==> config.mk <==
export PLATFORM = sky130hd
export DESIGN_NAME = operand_sel_seq
export DESIGN_NICKNAME = d
export VERILOG_FILES = /design/src/rtl/operand_sel_seq.sv
export SDC_FILE = /design/constraint.sdc
export NUM_CORES = 1
export LEC_CHECK = 0
export CAP_MARGIN = 20
export CORE_UTILIZATION = 50
export CTS_CLUSTER_DIAMETER = 100
export DETAILED_ROUTE_END_ITERATION = 16
export PLACE_DENSITY = 0.9
export SLEW_MARGIN = 20
export SYNTH_ARGS = -nofsm -noshare
export SYNTH_HDL_FRONTEND = slang
export SYNTH_SLANG_ARGS = --single-unit
==> constraint.sdc <==
create_clock -name clk -period 2.95 [get_ports clk]
set_clock_uncertainty 0.05 [all_clocks]
set_input_delay 0.295 -clock clk [delete_from_list [all_inputs] [get_ports clk]]
set_output_delay 0.295 -clock clk [all_outputs]
set_load 0.02 [all_outputs]
==> src/rtl/operand_sel_seq.sv <==
// operand_sel_seq: registered, handshaked operand selector feeding the
// Montgomery multiplier. A request captures one of {a, b, one, zero} and
// delivers it either as a single parallel word (valid/ready) or as an
// LSB-first bit stream for the bit-serial multiplier core.
// All outputs are decoded from registered state, so there is no
// combinational path from a, b or sel to any output.
module operand_sel_seq #(
    parameter int WIDTH = 10,
    localparam int CNT_W = $clog2(WIDTH)
) (
    input  logic             clk,
    input  logic             rst,
    input  logic             in_valid,
    output logic             in_ready,
    input  logic [1:0]       sel,
    input  logic             mode,
    input  logic [WIDTH-1:0] a,
    input  logic [WIDTH-1:0] b,
    output logic [WIDTH-1:0] out_data,
    output logic             out_valid,
    input  logic             out_ready,
    output logic             bit_out,
    output logic             bit_valid,
    input  logic             bit_ready,
    output logic             bit_last,
    output logic             busy
);

    typedef enum logic [1:0] {
        IDLE  = 2'd0,
        HOLD  = 2'd1,
        SHIFT = 2'd2
    } state_t;

    localparam logic [CNT_W-1:0] LAST_CNT = CNT_W'(WIDTH - 1);
    localparam logic [WIDTH-1:0] ONE_WORD = WIDTH'(1);

    state_t           state_reg, state_next;
    logic [WIDTH-1:0] word_reg;
    logic [WIDTH-1:0] shift_reg;
    logic [CNT_W-1:0] cnt_reg;
    logic [WIDTH-1:0] src_word;
    logic             accept;
    logic             at_last;

    // Fully decoded source select; every sel code is legal.
    always_comb begin
        src_word = '0;
        case (sel)
            2'b00:   src_word = a;
            2'b01:   src_word = b;
            2'b10:   src_word = ONE_WORD;
            default: src_word = '0;
        endcase
    end

    assign accept  = in_valid && in_ready;
    assign at_last = (cnt_reg == LAST_CNT);

    // State register.
    always_ff @(posedge clk or posedge rst) begin
        if (rst) begin
            state_reg <= IDLE;
        end else begin
            state_reg <= state_next;
        end
    end

    // Next-state and output decode. HOLD passes out_ready through to
    // in_ready so a new request can be taken on the same edge the current
    // word leaves, giving one word per cycle with no idle gap.
    always_comb begin
        state_next = state_reg;
        in_ready   = 1'b0;
        out_valid  = 1'b0;
        bit_valid  = 1'b0;
        bit_last   = 1'b0;
        bit_out    = 1'b0;
        busy       = 1'b1;
        case (state_reg)
            IDLE: begin
                busy     = 1'b0;
                in_ready = !rst;
                if (in_valid && !rst) begin
                    state_next = mode ? SHIFT : HOLD;
                end
            end
            HOLD: begin
                out_valid = 1'b1;
                in_ready  = out_ready;
                if (out_ready) begin
                    if (in_valid) begin
                        state_next = mode ? SHIFT : HOLD;
                    end else begin
                        state_next = IDLE;
                    end
                end
            end
            SHIFT: begin
                bit_valid = 1'b1;
                bit_out   = shift_reg[0];
                bit_last  = at_last;
                if (bit_ready && at_last) begin
                    state_next = IDLE;
                end
            end
            default: begin
                state_next = IDLE;
            end
        endcase
    end

    // Datapath: capture on accept, shift one bit per transferred beat.
    // Stalled beats (bit_ready low) leave shift register and counter alone.
    always_ff @(posedge clk or posedge rst) begin
        if (rst) begin
            word_reg  <= '0;
            shift_reg <= '0;
            cnt_reg   <= '0;
        end else if (accept) begin
            word_reg  <= src_word;
            shift_reg <= src_word;
            cnt_reg   <= '0;
        end else if (state_reg == SHIFT && bit_ready) begin
            shift_reg <= shift_reg >> 1;
            cnt_reg   <= at_last ? '0 : cnt_reg + 1'b1;
        end
    end

    assign out_data = word_reg;

endmodule
==> results.sh, run 1 <==
export IMPL_status="complete, no violations"
export IMPL_crit_start="cnt_reg[1]$_DFFE_PP0P_"
export IMPL_grt_max_degree=27
export IMPL_avgSynthCellArea_um2=11.2
export IMPL_crit_end="bit_last"
export IMPL_drv_cap=0
export IMPL_final_cells=201
export IMPL_drive_gt1_frac=0.106
export IMPL_synth_cell_types=29
export IMPL_wl_met2_mm=1.69
export IMPL_period_share=0.793
export IMPL_grt_pass1_wl_mm=5.29
export IMPL_initialDrtViolationCount=19
export IMPL_drc_errors=0
export IMPL_worst_slew_pin_slew_ns=0.964
export IMPL_routed_wl_mm=3.18
export IMPL_drt_first_pass_iters=4
export IMPL_fp_dieH_um=55.5
export IMPL_min_period_ns=2.34
export IMPL_synthesis_area_um2=1430
export IMPL_cts_tree="built"
export IMPL_cts_root_buffer="clkbuf_4"
export IMPL_port_buffer_count=43
export IMPL_ctsHoldBuffers=0
export IMPL_gp_congestion=0.716
export IMPL_crit_arrival_ns=1.99
export IMPL_r2r_end="cnt_reg[3]$_DFFE_PP0P_"
export IMPL_grt_pass1_vias=1224
export IMPL_num_io_pins=44
export IMPL_clkPwrFrac=0.110
export IMPL_antennaDiodeCount=0
export IMPL_vias=1104
export IMPL_drtAntennaViolNets=0
export IMPL_syn_inst=128
export IMPL_gr_total_overflow=0
export IMPL_dieArea_um2=3080
export IMPL_htree_levels=1
export IMPL_reg2reg_slack_ns=1.15
export IMPL_power_switching_uw=535
export IMPL_core_region_area_um2=2730
export IMPL_r2r_cells=4
export IMPL_dp_hpwl_mm=2.37
export IMPL_postCtsSetupBuffers=0
export IMPL_routed_top_layer="met4"
export IMPL_antenna_found_initial=0
export IMPL_worstSetupEndpointType="output pin"
export IMPL_cp_start_kind="register"
export IMPL_vdd_drop_max_uv=553
export IMPL_rows=19
export IMPL_power_per_cell_area_nw_per_um2=743
export IMPL_finalPower_uw=1410
export IMPL_wl_per_cell_um=15.8
export IMPL_crit_fanout=6
export IMPL_ctsResizeCount=0
export IMPL_met1_length_mm=1.31
export IMPL_clock_latency_ns=0.32
export IMPL_via_per_inst=5.49
export IMPL_finalSetupTns_ns=0
export IMPL_hold_violations=0
export IMPL_wl_met3_um=103
export IMPL_switching_share=0.380
export IMPL_synth_seq_cells=26
export IMPL_max_slew_margin_rel=0.353
export IMPL_critPathRequiredTime_ns=2.61
export IMPL_timing_rr_start="state_reg[0]$_DFFE_PP0P_"
export IMPL_syn_num_nets=158
export IMPL_p_leak_uw=0.000876
export IMPL_clock_path_buffers=2
export IMPL_die_x_um=55.5
export IMPL_initial_core_util=0.524
export IMPL_rsz0062_at_grt="no"
export IMPL_cts_sinks=26
export IMPL_seq_power_share=0.419
export IMPL_combPwrFrac=0.472
export IMPL_nNetsFinal=202
export IMPL_setup_violations=0
export IMPL_cts_buffers=3
export IMPL_syn2layout_area_growth_pct=32.5
export IMPL_critical_path_class="register to output pin"
export IMPL_fin_util=0.694
export IMPL_dpl_cell_count=198
export IMPL_synth_warning_count=0
export IMPL_clkTransAtPathRegs_ns=0.14
export IMPL_grtUsageTotal=0.219
export IMPL_fmax_mhz=427
export IMPL_internal_power_uw=874
export IMPL_hp_class="input port to async pin"
export IMPL_drv_slew=0
export IMPL_pre_cts_ws_ns=0.760
export IMPL_fin_ws_ns=0.610
export IMPL_synth_seq_area_share=0.455
[power by group through the flow]
| stage | registers, uW | logic (uW) | clock network [uW] |
|---|---|---|---|
| 5_1_grt | 602 | 716 | 170 |
| 4_1_cts | 589 | 672 | 158 |
| 2_1_floorplan | 641 | 339 | 0 |
| 6_report | 590 | 665 | 154 |
| 3_3_place_gp | 584 | 633 | 0 |
| 3_5_place_dp | 596 | 665 | 0 |
[worst max-delay path: stages, from the launching register on]
cell and delay, ns:
dfrtp_1 0.44, inv_1 0.08, ha_1 0.13, and3b_1 0.26
and2_1 0.16, clkdlybuf4s50_1 0.59
[cells by family after synthesis]
logic type / count (synthesis) / share of synthesized area
fa+ha+maj: 2 / 0.0175
compound gates: 10 / 0.0638
flops: 26 / 0.455
simple gates: 29 / 0.125
mux: 38 / 0.266
buf+inv: 23 / 0.0734
[Yosys cell counts]
library cell	n	area, um2
a21oi_1	2	10.0
inv_1	17	63.8
ha_1	2	25.0
o211ai_1	1	7.51
o32ai_1	1	8.76
nor3_1	1	5.00
o21ai_0	1	5.00
a211oi_1	1	7.51
and3b_1	1	8.76
nor2b_1	1	6.26
or4b_2	1	10.0
buf_6	2	22.5
nand2_1	5	18.8
or3_1	2	12.5
mux2i_1	38	380
a2111oi_4	1	27.5
nand3_1	1	5.00
a22o_1	2	17.5
nand3b_1	1	7.51
clkbuf_1	1	3.75
nor2b_2	1	8.76
or2_2	10	62.6
buf_2	3	15.0
and2b_1	1	7.51
nand2b_1	1	6.26
and2_1	2	12.5
dfrtp_1	26	651
a21o_1	1	7.51
or4_1	1	7.51
[layout make-up]
| type | instances | area [um2] |
|---|---|---|
| multi-input combinational | 79 | 676 |
| tap | 31 | 38.8 |
| fill | 207 | 837 |
| timing repair buffer | 45 | 445 |
| sequential | 26 | 651 |
| inverter | 17 | 63.8 |
| clock buffer | 3 | 22.5 |
[worst min path at each step]
stage	from	to	depth (start not counted)
after CTS	rst	state_reg[0]$_DFFE_PP0P_	2
final	rst	state_reg[0]$_DFFE_PP0P_	2
after floorplan	rst	cnt_reg[0]$_DFFE_PP0P_	1
after global routing	rst	shift_reg[0]$_DFFE_PP0P_	2
after global placement	out_data[2]$_DFFE_PP0P_	out_data[2]$_DFFE_PP0P_	2
after detailed placement	out_data[4]$_DFFE_PP0P_	out_data[4]$_DFFE_PP0P_	2
[routing by layer]
layer  up-vias  track usage
li1        522            -
met1       542        0.247
met2        31        0.401
met3         9       0.0304
met4         0        0.107
met5         -            0
[placed cells by master, fill, tap and decap left out, types with 3 or more instances in the layout]
cell,instances
inv_1,16
clkbuf_4,3
mux2i_1,38
or2_2,10
nand2_1,5
clkdlybuf4s50_1,43
dfrtp_1,26
[metrics by stage]
| stage | instance area (um2) | hold WS (ns) |
|---|---|---|
| after floorplan | 1430 | 0.285 |
| after global placement | 1870 | 0.457 |
| after detailed placement | 1870 | 0.463 |
| after CTS | 1900 | 0.488 |
| after global routing | 1900 | 0.384 |
| final | 1900 | 0.334 |
No activity file was read; power rests on OpenSTA's default activity.
==> inputs of run 2 (changes only) <==
--- a/config.mk
+++ b/config.mk
@@ -6,10 +6,10 @@
 export NUM_CORES = 1
 export LEC_CHECK = 0
 export CAP_MARGIN = 20
-export CORE_UTILIZATION = 50
+export CORE_UTILIZATION = 46
 export CTS_CLUSTER_DIAMETER = 100
 export DETAILED_ROUTE_END_ITERATION = 16
-export PLACE_DENSITY = 0.9
+export PLACE_DENSITY = 0.84
 export SLEW_MARGIN = 20
 export SYNTH_ARGS = -nofsm -noshare
 export SYNTH_HDL_FRONTEND = slang
==> constraint.sdc (replaced) <==
create_clock -name clk -period 2.3 [get_ports clk]
set_clock_uncertainty 0.05 [all_clocks]
set_input_delay 0.23 -clock clk [delete_from_list [all_inputs] [get_ports clk]]
set_output_delay 0.23 -clock clk [all_outputs]
set_load 0.02 [all_outputs]
==> run 2 against run 1 <==
Against the previous run: the flow now finishes with violations (design-rule violations); sequential share of layout area decreased by 0.45 points; first-iteration DRC count increased by 74%; critical path depth decreased by 2.
==> results.sh, run 2 (synthesis results as in run 1) <==
export IMPL_fill_cells=225
export IMPL_num_io_pins=44
export IMPL_gp_congestion=0.720
export IMPL_p_leak_uw=0.000912
export IMPL_vdd_drop_max_uv=476
export IMPL_period_share=0.900
export IMPL_drv_slew=0
export IMPL_most_common_layout_cells="clkdlybuf4s50_1 (42), mux2i_1 (38), dfrtp_1 (26)"
export IMPL_htree_levels=1
export IMPL_cts_tree="built"
export IMPL_worstSetupEndpointType="output pin"
export IMPL_vias=1069
export IMPL_critical_path_class="register to output pin"
export IMPL_slowest_stage="clkdlybuf4s50_1"
export IMPL_max_stage_delay_ns=0.60
export IMPL_cts_sinks=26
export IMPL_status="complete, but fails checks"
export IMPL_crit_chain="and2b_1 > and2_1 > clkdlybuf4s50_1"
export IMPL_drtAntennaViolNets=0
export IMPL_clock_latency_ns=0.31
export IMPL_drive_gt1_frac=0.121
export IMPL_max_slew_margin_rel=0.743
export IMPL_clkTransAtPathRegs_ns=0.13
export IMPL_dieArea_um2=3340
export IMPL_gr_total_overflow=0
export IMPL_rsz0062_at_grt="no"
export IMPL_pre_cts_ws_ns=0.343
export IMPL_rows=19
export IMPL_cts_buffers=3
export IMPL_critPathTopFamily="buffers and inverters"
export IMPL_port_buffer_count=43
export IMPL_r2r_end="cnt_reg[3]$_DFFE_PP0P_"
export IMPL_grt_pass1_wl_mm=4.49
export IMPL_ctsHoldBuffers=0
export IMPL_grt_max_degree=27
export IMPL_cp_start_kind="register"
export IMPL_via_per_inst=5.24
export IMPL_clock_path_buffers=2
export IMPL_drv_cap=0
export IMPL_dpl_cell_count=201
export IMPL_fmax_mhz=483
export IMPL_cp_num_buf_inv=1
export IMPL_postCtsSetupBuffers=0
export IMPL_fp_dieH_um=57.8
export IMPL_reg2reg_slack_ns=0.55
export IMPL_initial_core_util=0.502
export IMPL_timing_rr_start="cnt_reg[1]$_DFFE_PP0P_"
export IMPL_final_cells=204
export IMPL_nNetsFinal=205
export IMPL_drc_errors=3
export IMPL_min_period_ns=2.07
export IMPL_die_x_um=57.8
export IMPL_power_per_cell_area_nw_per_um2=920
export IMPL_setup_violations=0
export IMPL_antennaDiodeCount=0
export IMPL_antenna_found_initial=0
export IMPL_grtUsageTotal=0.176
export IMPL_crit_arrival_ns=1.79
export IMPL_r2r_cells=5
export IMPL_violations="design-rule violations"
export IMPL_syn2layout_area_growth_pct=34.3
export IMPL_grt_pass1_vias=1093
export IMPL_routed_wl_mm=2.70
export IMPL_cts_root_buffer="clkbuf_4"
export IMPL_critPathRequiredTime_ns=2.02
export IMPL_hold_violations=0
export IMPL_drt_first_pass_iters=10
export IMPL_wl_per_cell_um=13.3
export IMPL_hp_class="input port to async pin"
export IMPL_fin_ws_ns=0.230
export IMPL_worst_slew_pin_slew_ns=0.385
export IMPL_dp_hpwl_mm=2.04
export IMPL_core_region_area_um2=2850
export IMPL_fin_util=0.674
export IMPL_finalSetupTns_ns=0
export IMPL_mostFrequentLayoutCell="clkdlybuf4s50_1"
export IMPL_initialDrtViolationCount=33
export IMPL_crit_fanout=7
[run 2: cell types whose count changed in the layout (fill, tap and decap cells not counted), sizes merged]
cell,before,now
clkdlybuf4s50,43,42
buf,2,5
inv,16,17
clkinv,1,0
dlymetal6s2s,0,1
[run 2: worst max-delay path by stage]
stage                                   from                endpoint  slack, ns  depth (start not counted)
global route        state_reg[0]$_DFFE_PP0P_                 bit_out       0.13                          3
detailed placement                       rst                in_ready       0.34                          4
global placement                         rst                in_ready       0.37                          4
CTS                   cnt_reg[1]$_DFFE_PP0P_                bit_last       0.03                          5
floorplan           state_reg[0]$_DFFE_PP0P_  cnt_reg[3]$_DFFE_PP0P_       0.68                          4
finish              state_reg[0]$_DFFE_PP0P_                 bit_out       0.23                          3
[run 2: per-stage QoR]
| step | hold slack (ns) | total power (uW) | cell area [um2] |
|---|---|---|---|
| final | 0.239 | 1770 | 1920 |
| after detailed placement | 0.460 | 1600 | 1900 |
| after global placement | 0.456 | 1570 | 1900 |
| after global routing | 0.269 | 1890 | 1920 |
| after floorplan | 0.220 | 1260 | 1430 |
| after CTS | 0.244 | 1790 | 1920 |
[run 2: repair_timing]
action	4_1_cts	5_1_grt
hold endpoints to repair	0	0
gates resized for setup	0	1
endpoints found under the setup margin	0	1
[run 2: power by group]
part	total [uW]	leakage [uW]	internal, uW	switching (uW)
clock	185	0.0000138	61.2	124
combinational	832	0.000562	437	395
sequential	751	0.000336	629	121
[run 2: metal layers]
metal,routed length [um],vias up,track usage
met2,1300,43,0.296
met1,1220,500,0.224
met4,0,0,0.0578
li1,-,526,-
met5,0,-,0
met3,179,0,0.0424
[run 2: cell type report]
class,count,area [um2],area share
multi-input cells,79,676,0.352
well taps,31,38.8,0.0202
inverters,17,63.8,0.0332
repair buffers,48,470,0.245
flip-flops and latches,26,651,0.339
clock buffers,3,22.5,0.0117
[run 2: worst reg2reg max path: stages (launching register included)]
cell	delay, ns
dfrtp_1	0.43
inv_1	0.07
ha_1	0.17
and3b_1	0.23
or4b_2	0.62
o211ai_1	0.11
